$ cat src/rtl/approx_blk_adder_pipe_if.sv
// Operand/result stream bundle for the approximate block adder pipeline.
// master drives operands and out_ready; slave is the adder.
interface approx_blk_adder_pipe_if #(
  parameter int WIDTH = 12
);
  logic             in_valid;
  logic             in_ready;
  logic [WIDTH-1:0] a;
  logic [WIDTH-1:0] b;
  logic             ci;
  logic             mode;
  logic             out_valid;
  logic             out_ready;
  logic [WIDTH-1:0] sum;
  logic             cout;
  logic             grp_p;
  logic             grp_g;
  logic             err;

  modport master (
    output in_valid, a, b, ci, mode, out_ready,
    input  in_ready, out_valid, sum, cout, grp_p, grp_g, err
  );

  modport slave (
    input  in_valid, a, b, ci, mode, out_ready,
    output in_ready, out_valid, sum, cout, grp_p, grp_g, err
  );
endinterface

$ cat src/rtl/approx_blk_adder_pipe.sv
// Two-stage carry-select block adder with exact or windowed-speculation carries.
// Stage 1 captures per-block P/G and both local sums; stage 2 resolves carries.
module approx_blk_adder_pipe #(
  parameter int BLK      = 3,
  parameter int NBLK     = 4,
  parameter int LOOKBACK = 1
) (
  input logic                   clk,
  input logic                   rst_n,
  approx_blk_adder_pipe_if.slave bus
);
  localparam int WIDTH = BLK * NBLK;

  logic s1_valid_reg;
  logic s2_valid_reg;
  logic s1_adv;
  logic s2_adv;
  logic accept;

  logic [NBLK-1:0]  p_reg,    p_next;
  logic [NBLK-1:0]  g_reg,    g_next;
  logic [WIDTH-1:0] sum0_reg, sum0_next;
  logic [WIDTH-1:0] sum1_reg, sum1_next;
  logic             ci_reg;
  logic             mode_reg;

  logic [WIDTH-1:0] sum_reg,   sum_next;
  logic             cout_reg,  cout_next;
  logic             grp_p_reg, grp_p_next;
  logic             grp_g_reg, grp_g_next;
  logic             err_reg,   err_next;

  // in_ready depends only on stage state and out_ready, never on in_valid.
  assign s2_adv       = !s2_valid_reg || bus.out_ready;
  assign s1_adv       = s1_valid_reg && s2_adv;
  assign bus.in_ready = !s1_valid_reg || s1_adv;
  assign accept       = bus.in_valid && bus.in_ready;

  generate
    for (genvar gi = 0; gi < NBLK; gi++) begin : g_block
      logic [BLK:0]   raw0;
      logic [BLK-1:0] raw1;
      assign raw0 = {1'b0, bus.a[gi*BLK +: BLK]} + {1'b0, bus.b[gi*BLK +: BLK]};
      assign raw1 = raw0[BLK-1:0] + BLK'(1);
      assign p_next[gi]                = &(bus.a[gi*BLK +: BLK] ^ bus.b[gi*BLK +: BLK]);
      assign g_next[gi]                = raw0[BLK];
      assign sum0_next[gi*BLK +: BLK]  = raw0[BLK-1:0];
      assign sum1_next[gi*BLK +: BLK]  = raw1;
    end
  endgenerate

  always_ff @(posedge clk or negedge rst_n) begin
    if (!rst_n) begin
      s1_valid_reg <= 1'b0;
      p_reg        <= '0;
      g_reg        <= '0;
      sum0_reg     <= '0;
      sum1_reg     <= '0;
      ci_reg       <= 1'b0;
      mode_reg     <= 1'b0;
    end else if (accept) begin
      s1_valid_reg <= 1'b1;
      p_reg        <= p_next;
      g_reg        <= g_next;
      sum0_reg     <= sum0_next;
      sum1_reg     <= sum1_next;
      ci_reg       <= bus.ci;
      mode_reg     <= bus.mode;
    end else if (s1_adv) begin
      s1_valid_reg <= 1'b0;
    end
  end

  logic [NBLK:0] c_ex;
  logic [NBLK:0] c_ap;
  logic [NBLK:0] c_sel;
  logic [NBLK:0] c_gen;

  // Exact lookahead from ci, plus the ci=0 chain that yields the group generate.
  always_comb begin
    c_ex     = '0;
    c_gen    = '0;
    c_ex[0]  = ci_reg;
    c_gen[0] = 1'b0;
    for (int k = 0; k < NBLK; k++) begin
      c_ex[k+1]  = g_reg[k] | (p_reg[k] & c_ex[k]);
      c_gen[k+1] = g_reg[k] | (p_reg[k] & c_gen[k]);
    end
  end

  assign c_ap[0] = ci_reg;

  // Each speculative carry only looks LOOKBACK blocks down; seed is 0 unless the window reaches block 0.
  generate
    for (genvar gi = 1; gi <= NBLK; gi++) begin : g_spec
      localparam int J0 = (gi > LOOKBACK) ? gi - LOOKBACK : 0;
      logic c_run;
      always_comb begin
        c_run = (J0 == 0) ? ci_reg : 1'b0;
        for (int j = J0; j < gi; j++) begin
          c_run = g_reg[j] | (p_reg[j] & c_run);
        end
      end
      assign c_ap[gi] = c_run;
    end
  endgenerate

  assign c_sel = mode_reg ? c_ap : c_ex;

  generate
    for (genvar gi = 0; gi < NBLK; gi++) begin : g_select
      assign sum_next[gi*BLK +: BLK] = c_sel[gi] ? sum1_reg[gi*BLK +: BLK]
                                                 : sum0_reg[gi*BLK +: BLK];
    end
  endgenerate

  assign cout_next  = c_sel[NBLK];
  assign grp_p_next = &p_reg;
  assign grp_g_next = c_gen[NBLK];
  assign err_next   = mode_reg && (c_ap[NBLK:1] != c_ex[NBLK:1]);

  always_ff @(posedge clk or negedge rst_n) begin
    if (!rst_n) begin
      s2_valid_reg <= 1'b0;
      sum_reg      <= '0;
      cout_reg     <= 1'b0;
      grp_p_reg    <= 1'b0;
      grp_g_reg    <= 1'b0;
      err_reg      <= 1'b0;
    end else if (s2_adv) begin
      s2_valid_reg <= s1_valid_reg;
      if (s1_valid_reg) begin
        sum_reg   <= sum_next;
        cout_reg  <= cout_next;
        grp_p_reg <= grp_p_next;
        grp_g_reg <= grp_g_next;
        err_reg   <= err_next;
      end
    end
  end

  assign bus.out_valid = s2_valid_reg;
  assign bus.sum       = sum_reg;
  assign bus.cout      = cout_reg;
  assign bus.grp_p     = grp_p_reg;
  assign bus.grp_g     = grp_g_reg;
  assign bus.err       = err_reg;
endmodule
$ cat src/flat_wrapper.sv
// flat-port wrapper written by rule: the top's interface ports become plain ports
module approx_blk_adder_pipe_flat 
#(
  parameter int BLK      = 3,
  parameter int NBLK     = 4,
  parameter int LOOKBACK = 1
)
  (clk, rst_n, bus_in_valid, bus_a, bus_b, bus_ci, bus_mode, bus_out_ready, bus_in_ready, bus_out_valid, bus_sum, bus_cout, bus_grp_p, bus_grp_g, bus_err);
  approx_blk_adder_pipe_if bus_i ();
  input logic clk;
  input logic rst_n;
  input wire logic [$bits(bus_i.in_valid)-1:0] bus_in_valid;
  input wire logic [$bits(bus_i.a)-1:0] bus_a;
  input wire logic [$bits(bus_i.b)-1:0] bus_b;
  input wire logic [$bits(bus_i.ci)-1:0] bus_ci;
  input wire logic [$bits(bus_i.mode)-1:0] bus_mode;
  input wire logic [$bits(bus_i.out_ready)-1:0] bus_out_ready;
  output wire logic [$bits(bus_i.in_ready)-1:0] bus_in_ready;
  output wire logic [$bits(bus_i.out_valid)-1:0] bus_out_valid;
  output wire logic [$bits(bus_i.sum)-1:0] bus_sum;
  output wire logic [$bits(bus_i.cout)-1:0] bus_cout;
  output wire logic [$bits(bus_i.grp_p)-1:0] bus_grp_p;
  output wire logic [$bits(bus_i.grp_g)-1:0] bus_grp_g;
  output wire logic [$bits(bus_i.err)-1:0] bus_err;
  assign bus_i.in_valid = bus_in_valid;
  assign bus_i.a = bus_a;
  assign bus_i.b = bus_b;
  assign bus_i.ci = bus_ci;
  assign bus_i.mode = bus_mode;
  assign bus_i.out_ready = bus_out_ready;
  assign bus_in_ready = bus_i.in_ready;
  assign bus_out_valid = bus_i.out_valid;
  assign bus_sum = bus_i.sum;
  assign bus_cout = bus_i.cout;
  assign bus_grp_p = bus_i.grp_p;
  assign bus_grp_g = bus_i.grp_g;
  assign bus_err = bus_i.err;
  approx_blk_adder_pipe #(.BLK(BLK), .NBLK(NBLK), .LOOKBACK(LOOKBACK)) u_core (.clk(clk), .rst_n(rst_n), .bus(bus_i));
endmodule
$ cat config.mk
export PLATFORM = sky130hd
export DESIGN_NAME = approx_blk_adder_pipe_flat
export DESIGN_NICKNAME = d
export VERILOG_FILES = /design/src/rtl/approx_blk_adder_pipe_if.sv /design/src/rtl/approx_blk_adder_pipe.sv /design/src/flat_wrapper.sv
export SDC_FILE = /design/constraint.sdc
export NUM_CORES = 1
export LEC_CHECK = 0
export BUFFER_PORTS_ARGS = -buffer_cell sky130_fd_sc_hd__buf_2
export CORE_UTILIZATION = 59
export CTS_CLUSTER_DIAMETER = 150
export DETAILED_ROUTE_END_ITERATION = 10
export GPL_TIMING_DRIVEN = 0
export PLACE_DENSITY_LB_ADDON = 0.05
export SKIP_CTS_REPAIR_TIMING = 1
export SLEW_MARGIN = 20
export SYNTH_ARGS = -nofsm -noshare
export SYNTH_HDL_FRONTEND = slang
export SYNTH_SLANG_ARGS = --single-unit
$ cat constraint.sdc
create_clock -name clk -period 2.5 [get_ports clk]
set_clock_uncertainty 0.1 [all_clocks]
set_input_delay 0.75 -clock clk [delete_from_list [all_inputs] [get_ports clk]]
set_output_delay 0.75 -clock clk [all_outputs]
set_load 0.05 [all_outputs]
==> results of run 1 <==
[path summary, 6_finish.rpt]
kind / start / endpoint / slack, ps / depth (start not counted)
min in group clk: u_core.bus.sum[9] / u_core.bus.sum[9] / 370 / 2
worst max-delay path: bus_out_ready / bus_in_ready / 350 / 3
worst max register to register: u_core.s1_valid_reg / u_core.sum1_reg[4] / 820 / 5
worst min register to register: u_core.bus.sum[9] / u_core.bus.sum[9] / 370 / 2
max in group asynchronous: rst_n / u_core.sum0_reg[3] / 1510 / 1
worst min-delay path: rst_n / u_core.s1_valid_reg / 350 / 1
[area by class of cell]
type,count,share of cell area
well taps,50,0.0210
plain buffers,10,0.0160
clock buffers,6,0.0277
clock inverters,1,0.00294
flip-flops and latches,52,0.437
multi-input cells,191,0.414
repair buffers,47,0.0798
inverters,1,0.00126
[where the power goes]
part,internal [mW],leakage [nW],total (mW),switching (mW)
combinational,0.253,0.843,0.783,0.530
sequential,1.01,0.638,1.12,0.111
clock,0.221,0.0473,0.483,0.262
total,1.48,1.53,2.39,0.903
[stage by stage]
| step | power (mW) | setup slack (ps) | std cells |
|---|---|---|---|
| CTS | 2.40 | 344 | 358 |
| global placement | 1.91 | 281 | 351 |
| global route | 2.53 | 274 | 358 |
| finish | 2.39 | 346 | 358 |
| detailed placement | 1.93 | 239 | 351 |
| floorplan | 1.71 | 279 | 254 |
[routing by layer]
| layer | global-route usage | wire length, um |
|---|---|---|
| met1 | 0.312 | 2260 |
| met2 | 0.379 | 2380 |
| met3 | 0.0550 | 275 |
| met4 | 0.0729 | 52 |
| met5 | 0 | 0 |
[logic make-up after synthesis]
kind of cell               Yosys count  synth area share
DFF                                 52             0.503
adders and majority gates           20             0.108
AOI/OAI and AO/OA                   54             0.141
xor gates and xnor gates             8            0.0271
muxes                               12            0.0464
buffers and inverters               11            0.0198
and+or+nand+nor                     97             0.154
[synth_stat cells (2+ instances only)]
| master | number |
|---|---|
| nand2_1 | 73 |
| mux2i_1 | 12 |
| a21oi_1 | 8 |
| ha_1 | 16 |
| nor2_1 | 10 |
| nand2b_1 | 3 |
| o21ai_1 | 2 |
| xor2_1 | 4 |
| o21a_1 | 2 |
| xnor2_1 | 4 |
| clkbuf_1 | 6 |
| o21ai_0 | 26 |
| o21ai_2 | 3 |
| fa_1 | 4 |
| nand3_1 | 4 |
| a21o_1 | 7 |
| dfrtp_1 | 52 |
| buf_2 | 2 |
==> flow_summary.json, run 1 <==
{
  "status": "finished clean",
  "drtPass1Iterations": 4,
  "hold_path_class": "in -> async",
  "fmax_mhz": 464,
  "post-route-period-util": 0.862,
  "gp_congestion": 0.809,
  "setup_violations": 0,
  "synth.area.top_cells": "dfrtp_1 (50%), nand2_1 (11%), ha_1 (7.7%)",
  "drtAntennaViolNets": 0,
  "cap_violations": 0,
  "drive_gt1_frac": 0.208,
  "start_kind": "input port",
  "path_max_fanout": 4,
  "cpPeakStageDelay_ps": 250,
  "nets": 358,
  "syn_area_mm2": 0.00259,
  "peakVddDrop_uv": 459,
  "period_needed_ps": 2150,
  "synth-main-ff-cell": "dfrtp_1",
  "synth-seq-cells": 52,
  "avgSynthCellArea_um2": 10.2,
  "yosysTopAreaCellShare": 0.503,
  "cts.reportedPaths.clkPinSlew_ps": 90,
  "fillers": 329,
  "hold_violations": 0,
  "critPathKind": "in -> out",
  "via_per_inst": 5.45,
  "n_antenna_cell": 0,
  "yosys.area.top_type": "dfrtp_1",
  "grt_pass1_vias": 1706,
  "io_pins": 48,
  "maxSlewHeadroom": 0.575,
  "clkLatencyLatePin_ps": 310,
  "start_util": 0.628,
  "drv_slew": 0,
  "vias": 1952,
  "cts-root-buf": "clkbuf_8",
  "holdWs_ps": 354,
  "antenna_found_initial": 0,
  "grt_max_degree": 53,
  "area_delta_synth_final_pct": 15.1,
  "finish.utilization": 0.724,
  "cts.path.max_buffers": 2,
  "cts_buffers": 5,
  "multi_input_area_mm2": 0.00123,
  "stdcell_area_mm2": 0.00298,
  "grt_util_all_layers": 0.235,
  "regArea_mm2": 0.00130,
  "cp_cell_sequence": "buf_2, nand3b_1, buf_2",
  "power_leakage_nw": 1.53,
  "io_buffers": 47,
  "drc": 0,
  "layout_common_cells": "nand2_1 (73), dfrtp_1 (52), buf_2 (48)",
  "dp_hpwl_mm": 3.69,
  "critPathCaptureType": "primary output",
  "place_area_mm2": 0.00289,
  "final.setup.tns_ps": 0,
  "synth-seq-area-share": 0.503,
  "path_delay_family": "buffers and inverters",
  "drt-wirelength-per-cell_um": 13.9,
  "worst_pin_slew_ps": 637,
  "rsz0062_at_grt": "false",
  "cts_htree_levels": 2,
  "synth_cells": 254,
  "cts_sinks": 52,
  "grt_pass1_wl_mm": 7.76,
  "yosysWarnings": 0,
  "core_area_mm2": 0.00412,
  "wl_mm": 4.97,
  "p_per_area_mw_per_mm2": 802,
  "worst_path_most_repeated_cell": "buf_2",
  "synth_edf_count": 0,
  "grt_remaining_overflow": 0,
  "synth_fp_nets": 304,
  "synth_async_sr_flop_share": 1.00,
  "yosysUniqueCellTypes": 34,
  "slowest_stage": "buf_2",
  "arrival_ps": 1300,
  "cp.required_ps": 1650,
  "layout_commonest_cell": "nand2_1",
  "die_x_um": 68.2,
  "die_height_um": 68.2,
  "path_buf_inv": 2,
  "tritoncts": "done",
  "die_area_mm2": 0.00465,
  "drtIter0Drc": 127,
  "rows": 23
}
(Power assumes the default switching activity.)
==> run 2: changes to the inputs <==
--- a/config.mk
+++ b/config.mk
@@ -6,7 +6,7 @@
 export NUM_CORES = 1
 export LEC_CHECK = 0
 export BUFFER_PORTS_ARGS = -buffer_cell sky130_fd_sc_hd__buf_2
-export CORE_UTILIZATION = 59
+export CORE_UTILIZATION = 54
 export CTS_CLUSTER_DIAMETER = 150
 export DETAILED_ROUTE_END_ITERATION = 10
 export GPL_TIMING_DRIVEN = 0
==> flow_summary.json, run 2 (synthesis gave the netlist of run 1 again) <==
{
  "stdcell_area_mm2": 0.00300,
  "drc": 3,
  "grt_remaining_overflow": 0,
  "violations": "DRC",
  "peakVddDrop_uv": 455,
  "io_pins": 48,
  "via_per_inst": 5.50,
  "die_x_um": 71.2,
  "drt-met1-wl_mm": 2.30,
  "top_layer_used": "met4",
  "final.setup.tns_ps": 0,
  "antenna_found_initial": 0,
  "drt-wirelength-per-cell_um": 13.8,
  "arrival_ps": 1300,
  "worst_pin_slew_ps": 569,
  "dr_wl_met2_mm": 2.38,
  "reg2regPathDepth": 5,
  "die_area_mm2": 0.00507,
  "cap_violations": 0,
  "dp_hpwl_mm": 3.84,
  "power_leakage_nw": 1.54,
  "holdWs_ps": 334,
  "wl_met3_um": 254,
  "fmax_mhz": 466,
  "io_buffers": 47,
  "core_area_mm2": 0.00447,
  "maxSlewHeadroom": 0.621,
  "cts.reportedPaths.clkPinSlew_ps": 80,
  "vias": 1992,
  "cts_sinks": 52,
  "start_kind": "input port",
  "critPathKind": "in -> out",
  "tritoncts": "done",
  "rows": 24,
  "hold_path_class": "in -> async",
  "area_delta_synth_final_pct": 15.9,
  "rsz0062_at_grt": "false",
  "drtPass1Iterations": 7,
  "fillers": 378,
  "layout_commonest_cell": "nand2_1",
  "start_util": 0.578,
  "grt_util_all_layers": 0.224,
  "clkLatencyLatePin_ps": 310,
  "wl_mm": 5.01,
  "period_needed_ps": 2150,
  "r2r-end": "u_core.sum1_reg[1]",
  "status": "complete, but fails checks",
  "drtAntennaViolNets": 0,
  "hold_violations": 0,
  "regArea_mm2": 0.00130,
  "setup_violations": 0,
  "p_per_area_mw_per_mm2": 799,
  "post-route-period-util": 0.858,
  "cts-root-buf": "clkbuf_8",
  "critPathCaptureType": "primary output",
  "r2r_slack_ps": 840,
  "grt_pass1_vias": 1903,
  "path_max_fanout": 4,
  "place_area_mm2": 0.00291,
  "cts_htree_levels": 2,
  "cp.required_ps": 1650,
  "drtIter0Drc": 61,
  "multi_input_area_mm2": 0.00123,
  "grt_pass1_wl_mm": 8.55,
  "cts_buffers": 5,
  "reg2reg_from": "u_core.s1_valid_reg",
  "cts.path.max_buffers": 2,
  "nets": 359,
  "grt_max_degree": 29,
  "gp_congestion": 0.763,
  "n_antenna_cell": 0,
  "layout_common_cells": "nand2_1 (73), dfrtp_1 (52), buf_2 (49)",
  "die_height_um": 71.2,
  "drv_slew": 0,
  "drive_gt1_frac": 0.206
}
run 2: critical path, stage by stage:
cell and delay, ps:
buf_2 100, nand3b_1 200, buf_2 250
run 2: how the worst max path moves through the flow:
stage / startpoint / end / slack, ps / cells after the start
after detailed placement: bus_b[3] / u_core.sum1_reg[5] / 270 / 6
after global routing: bus_out_ready / bus_in_ready / 320 / 3
after global placement: bus_b[0] / u_core.sum1_reg[2] / 290 / 6
after floorplan: bus_out_ready / u_core.sum1_reg[0] / 280 / 4
after CTS: bus_out_ready / bus_in_ready / 360 / 3
final: bus_out_ready / bus_in_ready / 350 / 3
run 2: cell type report:
cell class / count / area share
Buffer: 10 / 0.0159
Clock buffer: 8 / 0.0301
Inverter: 1 / 0.00125
Multi-Input combinational cell: 191 / 0.412
Sequential cell: 52 / 0.434
Tap cell: 52 / 0.0217
Timing Repair Buffer: 48 / 0.0852
run 2: metrics by stage:
stage           util  setup WS [ps]  cells  power (mW)
2_1_floorplan      -            279    254        1.71
3_3_place_gp   0.645            289    353        1.91
3_5_place_dp   0.650            275    354        1.93
4_1_cts        0.670            358    362        2.41
5_1_grt        0.670            322    362        2.53
6_report       0.670            355    362        2.39
run 2: per-layer routing:
layer / track usage / vias to the layer above
met1: 0.296 / 974
li1: - / 963
met5: 0 / -
met2: 0.375 / 47
met4: 0.0822 / 0
met3: 0.0370 / 8
run 2: where the power goes:
| group | total (mW) | internal, mW | leakage, nW | switching, mW |
|---|---|---|---|---|
| logic | 0.788 | 0.256 | 0.852 | 0.532 |
| registers | 1.12 | 1.01 | 0.638 | 0.112 |
| clock network | 0.485 | 0.226 | 0.0455 | 0.259 |
| total | 2.39 | 1.49 | 1.54 | 0.902 |
